--- src/rtl/pipeline_hazard_ctrl_pkg.sv ---
// Shared types and constants for the pipeline hazard controller.
// Forwarding select encodings are also decoded by the Decode-stage operand muxes.
package pipe_ctrl_pkg;

  typedef enum logic [1:0] {
    RUN      = 2'd0,
    MEM_WAIT = 2'd1,
    DRAIN    = 2'd2,
    HALTED   = 2'd3
  } pipe_state_t;

  localparam logic [1:0]  FWD_RF   = 2'b00;
  localparam logic [1:0]  FWD_EX   = 2'b01;
  localparam logic [1:0]  FWD_MEM  = 2'b10;
  localparam logic [31:0] NOP_INST = 32'h0000_0013;

endpackage

--- src/rtl/pipeline_hazard_ctrl_fwd_select.sv ---
// Per-operand forwarding select and load-use detection for one Decode source.
// Write enables are active-low; x0 never forwards or stalls.
module fwd_select
  import pipe_ctrl_pkg::*;
(
  input  logic [4:0] reg_name,
  input  logic       uses,
  input  logic [4:0] rdst_e,
  input  logic       regwren_e,
  input  logic       is_load_e,
  input  logic [4:0] rdst_m,
  input  logic       regwren_m,
  output logic [1:0] sel,
  output logic       load_hit
);

  logic e_match;
  logic m_match;

  assign e_match = !regwren_e && (rdst_e != 5'd0) && (rdst_e == reg_name);
  assign m_match = !regwren_m && (rdst_m != 5'd0) && (rdst_m == reg_name);

  // A load in EX has no result yet, so it cannot feed the EX path.
  always_comb begin
    sel = FWD_RF;
    if (e_match && !is_load_e) begin
      sel = FWD_EX;
    end else if (m_match) begin
      sel = FWD_MEM;
    end
  end

  assign load_hit = uses && is_load_e && e_match;

endmodule

--- src/rtl/pipeline_hazard_ctrl.sv ---
// Hazard/sequencing controller: stall, bubble and write-enable controls for the
// pipeline registers, Decode forwarding selects, halt drain and perf counters.
module pipeline_hazard_ctrl
  import pipe_ctrl_pkg::*;
#(
  parameter int CNT_W   = 16,
  parameter int FLUSH_W = 8
) (
  input  logic               CLK,
  input  logic               RST,
  input  logic [4:0]         RegAName_D,
  input  logic [4:0]         RegBName_D,
  input  logic               UsesA_D,
  input  logic               UsesB_D,
  input  logic [4:0]         Rdst_E,
  input  logic [4:0]         Rdst_M,
  input  logic               RegWrEn_E,
  input  logic               RegWrEn_M,
  input  logic               IsLoad_E,
  input  logic               Redirect_E,
  input  logic               MemBusy,
  input  logic               halt_D,
  input  logic               halt_W,
  output logic               stall_D,
  output logic               nop_D,
  output logic               stall_F,
  output logic               stall_E,
  output logic               nop_E,
  output logic               nop_M,
  output logic               WEN_M,
  output logic               WEN_W,
  output logic [1:0]         FwdA_sel,
  output logic [1:0]         FwdB_sel,
  output logic               halted,
  output logic [CNT_W-1:0]   stall_cycles,
  output logic [FLUSH_W-1:0] flush_count
);

  pipe_state_t        state_reg, state_next, eff_state;
  logic               was_drain_reg, was_drain_next;
  logic [CNT_W-1:0]   stall_cnt_reg;
  logic [FLUSH_W-1:0] flush_cnt_reg;

  logic [4:0] src_name [2];
  logic       src_uses [2];
  logic [1:0] src_sel  [2];
  logic [1:0] load_hit;
  logic       load_use;

  logic stall_f_c, stall_d_c, nop_d_c, stall_e_c, nop_e_c, nop_m_c;
  logic wen_m_c, wen_w_c, accept_redirect;

  assign src_name[0] = RegAName_D;
  assign src_name[1] = RegBName_D;
  assign src_uses[0] = UsesA_D;
  assign src_uses[1] = UsesB_D;

  generate
    for (genvar gi = 0; gi < 2; gi++) begin : g_fwd
      fwd_select u_fwd (
        .reg_name  (src_name[gi]),
        .uses      (src_uses[gi]),
        .rdst_e    (Rdst_E),
        .regwren_e (RegWrEn_E),
        .is_load_e (IsLoad_E),
        .rdst_m    (Rdst_M),
        .regwren_m (RegWrEn_M),
        .sel       (src_sel[gi]),
        .load_hit  (load_hit[gi])
      );
    end
  endgenerate

  assign load_use = |load_hit;

  // Once memory frees up, MEM_WAIT behaves as the state it interrupted.
  always_comb begin
    eff_state = state_reg;
    if (state_reg == MEM_WAIT) begin
      eff_state = was_drain_reg ? DRAIN : RUN;
    end
  end

  always_comb begin
    stall_f_c       = 1'b0;
    stall_d_c       = 1'b0;
    nop_d_c         = 1'b0;
    stall_e_c       = 1'b0;
    nop_e_c         = 1'b0;
    nop_m_c         = 1'b0;
    wen_m_c         = 1'b0;
    wen_w_c         = 1'b0;
    accept_redirect = 1'b0;
    state_next      = state_reg;
    was_drain_next  = was_drain_reg;

    if (state_reg == HALTED) begin
      stall_f_c = 1'b1;
      stall_d_c = 1'b1;
      stall_e_c = 1'b1;
      nop_m_c   = 1'b1;
      wen_w_c   = 1'b1;
    end else if (MemBusy) begin
      // EX is frozen, so any redirect stays pending until memory is ready.
      stall_f_c      = 1'b1;
      stall_d_c      = 1'b1;
      stall_e_c      = 1'b1;
      wen_m_c        = 1'b1;
      wen_w_c        = 1'b1;
      state_next     = MEM_WAIT;
      was_drain_next = (eff_state == DRAIN);
    end else if (Redirect_E) begin
      nop_d_c         = 1'b1;
      nop_e_c         = 1'b1;
      accept_redirect = 1'b1;
      state_next      = RUN;
      was_drain_next  = 1'b0;
    end else begin
      state_next     = eff_state;
      was_drain_next = 1'b0;
      if (load_use) begin
        stall_f_c = 1'b1;
        stall_d_c = 1'b1;
        nop_e_c   = 1'b1;
      end else if (eff_state == DRAIN) begin
        stall_f_c = 1'b1;
        nop_d_c   = 1'b1;
      end
      if (eff_state == RUN && halt_D && !load_use) begin
        state_next = DRAIN;
      end
      if (eff_state == DRAIN && halt_W) begin
        state_next = HALTED;
      end
    end
  end

  always_ff @(negedge CLK or negedge RST) begin
    if (!RST) begin
      state_reg     <= RUN;
      was_drain_reg <= 1'b0;
      stall_cnt_reg <= '0;
      flush_cnt_reg <= '0;
    end else begin
      state_reg     <= state_next;
      was_drain_reg <= was_drain_next;
      if (stall_f_c && state_reg != HALTED && stall_cnt_reg != '1) begin
        stall_cnt_reg <= stall_cnt_reg + 1'b1;
      end
      if (accept_redirect && flush_cnt_reg != '1) begin
        flush_cnt_reg <= flush_cnt_reg + 1'b1;
      end
    end
  end

  // Controls are forced quiet for as long as reset is held.
  assign stall_F      = RST & stall_f_c;
  assign stall_D      = RST & stall_d_c;
  assign nop_D        = RST & nop_d_c;
  assign stall_E      = RST & stall_e_c;
  assign nop_E        = RST & nop_e_c;
  assign nop_M        = RST & nop_m_c;
  assign WEN_M        = RST & wen_m_c;
  assign WEN_W        = RST & wen_w_c;
  assign halted       = RST & (state_reg == HALTED);
  assign FwdA_sel     = RST ? src_sel[0] : FWD_RF;
  assign FwdB_sel     = RST ? src_sel[1] : FWD_RF;
  assign stall_cycles = stall_cnt_reg;
  assign flush_count  = flush_cnt_reg;

endmodule

--- config.mk ---
export PLATFORM = sky130hd
export DESIGN_NAME = pipeline_hazard_ctrl
export DESIGN_NICKNAME = d
export VERILOG_FILES = /design/src/rtl/pipeline_hazard_ctrl_pkg.sv /design/src/rtl/pipeline_hazard_ctrl_fwd_select.sv /design/src/rtl/pipeline_hazard_ctrl.sv
export SDC_FILE = /design/constraint.sdc
export NUM_CORES = 1
export LEC_CHECK = 0
export CAP_MARGIN = 20
export CORE_UTILIZATION = 47
export DETAILED_ROUTE_END_ITERATION = 16
export PLACE_DENSITY = 0.87
export SYNTH_ARGS = -nofsm -noshare
export SYNTH_HDL_FRONTEND = slang
export SYNTH_SLANG_ARGS = --single-unit
--- constraint.sdc ---
create_clock -name CLK -period 5.2 [get_ports CLK]
set_clock_uncertainty 0.05 [all_clocks]
set_input_delay 0.52 -clock CLK [delete_from_list [all_inputs] [get_ports CLK]]
set_output_delay 0.52 -clock CLK [all_outputs]
set_load 0.1 [all_outputs]
== Yosys cells after proc, flatten, opt, wreduce, memory -nomap -nowiden ==
Cells that the tools add are included.

* Register bits after elaboration: 27
* Input port bits: 31
* Output and inout bits: 37
* Word-level logic and storage cells: 86

* Add/sub/neg operators: 2
* Equality and inequality tests: 10
* Mux-type cells: 36
* Bitwise gates (word level): 8
* Reductions and logical operators: 26

{| class="wikitable"
|+ Operator list
! operator !! number
|-
| 1-bit 2-to-1 mux || 24
|-
| 2-bit 2-to-1 mux || 12
|-
| 5-bit == test || 4
|-
| 1-bit logical AND || 18
|-
| 16-bit by 1-bit adder with 16-bit output (second input constant) || 1
|-
| 16-bit != test (second input constant) || 1
|-
| 5-bit nonzero test || 2
|-
| 8-bit by 1-bit adder with 8-bit output (second input constant) || 1
|-
| 1-bit bitwise AND || 8
|-
| 8-bit != test (second input constant) || 1
|-
| 2-bit == test (second input constant) || 2
|-
| 1-bit zero test || 4
|-
| 2-bit by 1-bit == test with 1-bit output (second input constant) || 1
|-
| 2-bit zero test || 1
|-
| 2-bit != test (second input constant) || 1
|-
| 2-bit OR reduction || 1
|}

== Logic depth before layout (Yosys ltp) ==
* Depth after elaboration: 11
* Depth in mapped cells: 8
* Gate-level depth less buffers: 7

== Hierarchy ==
From an unflattened synthesis, not the netlist that was laid out.

* Cell total of the unflattened synthesis: 194
* Area, all modules: 1820.5 µm²

{| class="wikitable"
|+ By module, submodules not included
! module !! times used !! cells each !! area each (µm²) !! sequential area each (µm²)
|-
| pipeline_hazard_ctrl || 1 || 148 || 1477.7 || 675.6
|-
| fwd_select || 2 || 23 || 171.4 || 0.0
|}

==> metrics.md <==
| Metric | Value |
|---|---|
| Outcome | `complete, no violations` |
| Worst min path class | `reg2reg` |
| LEAKAGE | `1.13 nW` |
| Die Y | `62.9 um` |
| Netlist cell types | `31` |
| CP required | `2.64 ns` |
| Initial DRC Count | `103` |
| Number of global-route vias before repair | `1,584` |
| Hpwl dp | `3560 um` |
| Buffers on Ports | `67` |
| Fin area | `0.00253 mm2` |
| Design Power | `1.02 mW` |
| First-pass GRT wire length | `7670 um` |
| Detailed-route vias per instance | `5.29` |
| Worst-margin pin slew | `0.988 ns` |
| Post-synth top area share | `0.387` |
| Met1 Use GR | `0.325` |
| Nets | `290` |
| Final setup fails | `0` |
| Asr flop ratio synth | `1.00` |
| Die Width | `62.9 um` |
| Clock buffer depth | `2` |
| Avg Cell Area, Syn | `9.58 um2` |
| 1st-pass router iterations | `4` |
| I/O pin total | `68` |
| Crit path max fanout | `11` |
| Area grow syn2layout | `45.0%` |
| Nature of the critical path endpoint | `flop` |
| Relative slew margins | `0.339` |
| Biggest area consumer among synthesized cells | `dfrtn_1` |
| Main synth FF type | `dfrtn_1` |
| Gr ovfl total | `0` |
| CTS tree | `done` |
| Core area | `0.00344 mm2` |
| Hold Violations, Final | `0` |
| GRT Util Overall | `0.246` |
| Number of flops mapped to enable cells by yosys | `0` |
| Critical path data arrival time | `2.50 ns` |
| Dominant cells by area after synthesis | `dfrtn_1 (39%), xnor2_1 (11%), xor2_1 (11%)` |
| N_diodes | `0` |
| Largest register FFs | `16` |
| Final Slew Violations | `0` |
| Seq/Total Area, Yosys | `0.387` |
| Placement Setup Slack | `-0.0774 ns` |
| Setup crit start kind | `input port` |
| Commonest cells in the netlist | `dfrtn_1 (27), nand2_1 (21), xnor2_1 (21), xor2_1 (21)` |
| Final setup margin | `0.142 ns` |
| Final ANT Viol Nets | `0` |
| Layout cell share with drive strength beyond 1 | `0.246` |
| Largest net degree at the start of global routing | `33` |
| DRT Wirelength | `4500 um` |
| Antenna violations before repair | `0` |
| Placed inst area | `0.00248 mm2` |
| CTS Sinks | `27` |
| MaxCap Viol Count | `0` |
| Postcts setup bufs | `0` |
| Mean routed wirelength per cell | `14.9 um` |
| Synth Instances | `182` |
| Vias | `1,599` |
| Mapped Nets | `215` |
| Critical path's slowest cell | `a2111oi_1` |
| Yosys Warn Count | `0` |
| CTS buffer count | `3` |
| Post-CTS resize count | `0` |
| Peak VDD IR | `0.000406 V` |
| Yosys reg bits | `27` |
| Dominant cell by count in the synthesized netlist | `dfrtn_1` |
| GR peak layer | `met2` |
| Critical path cell sequence | `clkdlybuf4s50_1 > xnor2_1 > nand3_1 > nor2_2 > o211ai_4 > a2111oi_1 > xor2_1` |
| Die footprint | `0.00396 mm2` |
| Cell Area, Synth | `0.00174 mm2` |
| Fin Hold WS | `0.388 ns` |
| Remaining DRCs | `0` |
| RSZ-0062 raised after global routing | `false` |
| Rows | `21` |
| Initial Util | `0.507` |
| Clock transition at the registers of the reported paths | `0.06 ns` |
| Met2 GRT Util | `0.409` |
| Max incr delay on CP | `0.57 ns` |
| Power per cell area | `401 mW/mm2` |
| H-tree depth | `1` |
| Global placer's final weighted congestion | `0.913` |
| Fill cell count | `268` |
| Post-CTS Hold Buffers | `0` |
| Clk root buf | `clkbuf_8` |
| Critical path type | `in2reg` |
| Clk_lat worst skew | `0.28 ns` |
| Global routing usage on met3 | `0.0401` |
[power by group]
group          internal (mW)  switching [mW]
registers              0.257          0.0580
clock network         0.0536          0.0621
logic                  0.146           0.438
[kinds of logic after synthesis]
family	synth area share
simple gates	0.169
xor+xnor	0.211
mux	0.0143
compound gates	0.166
buf+inv	0.0387
fa+ha+maj	0.0143
flops	0.387
[cell type report]
class	count	area (um2)	share of cell area
Multi-Input combinational cell	144	1020	0.404
Inverter	6	22.5	0.00891
Tap cell	46	57.6	0.0228
Timing Repair Buffer	75	706	0.279
Clock buffer	3	41.3	0.0163
Clock inverter	1	5.00	0.00198
Sequential cell	27	676	0.267
[through the flow]
stage	util	TNS, ns	cells
after global routing	0.735	0	302
final	0.735	0	302
after global placement	0.721	-0.00771	298
after floorplan	-	-0.106	182
after CTS	0.735	0	302
after detailed placement	0.721	-0.313	298
[layer usage]
metal | vias up | part of all wire | wire length (um)
met5 | - | 0 | 0
met4 | 0 | 0.014 | 64
met3 | 6 | 0.039 | 174
met2 | 43 | 0.50 | 2230
met1 | 766 | 0.45 | 2030
li1 | 784 | - | -
[worst paths after layout]
| path | from | to | slack, ns | cells past startpoint |
|---|---|---|---|---|
| min in group asynchronous | RST | stall_cycles[7] | 3.07 | 2 |
| min reg2reg | flush_count[5] | flush_count[5] | 0.39 | 1 |
| max reg2reg | stall_cycles[0] | stall_cycles[1] | 2.67 | 7 |
| max | Rdst_E[1] | stall_cycles[13] | 0.14 | 7 |
| max in group asynchronous | RST | stall_cycles[13] | 1.72 | 2 |
| min | flush_count[5] | flush_count[5] | 0.39 | 1 |
[critical path, delay by kind of cell]
family                    cells  cell delay, ns
AOI/OAI and AO/OA             2            0.76
xor gates and xnor gates      2            0.28
and+or+nand+nor               2            0.38
buffers and inverters         1            0.55
[layout by cell type, fill, tap and decap left out]
cell type,count
nor3_1,2
mux2_4,1
mux2i_1,1
nor2_2,5
o211ai_4,1
clkinv_2,1
nand2b_1,1
buf_12,5
o21ai_0,3
a31oi_2,1
nand3_1,14
o211ai_1,1
a211oi_1,8
nand2_1,21
dfrtn_1,27
a22oi_1,1
nand4_1,5
xnor2_1,21
or4_1,1
a21oi_2,3
clkbuf_8,3
xor2_1,21
a2111oi_2,4
a21boi_0,1
buf_4,38
and3_1,4
inv_1,6
clkdlybuf4s50_1,32
ha_1,2
a2111oi_1,5
nor2_1,11
a21oi_1,5
o21ai_2,1
No activity file was read; power rests on OpenSTA's default activity.
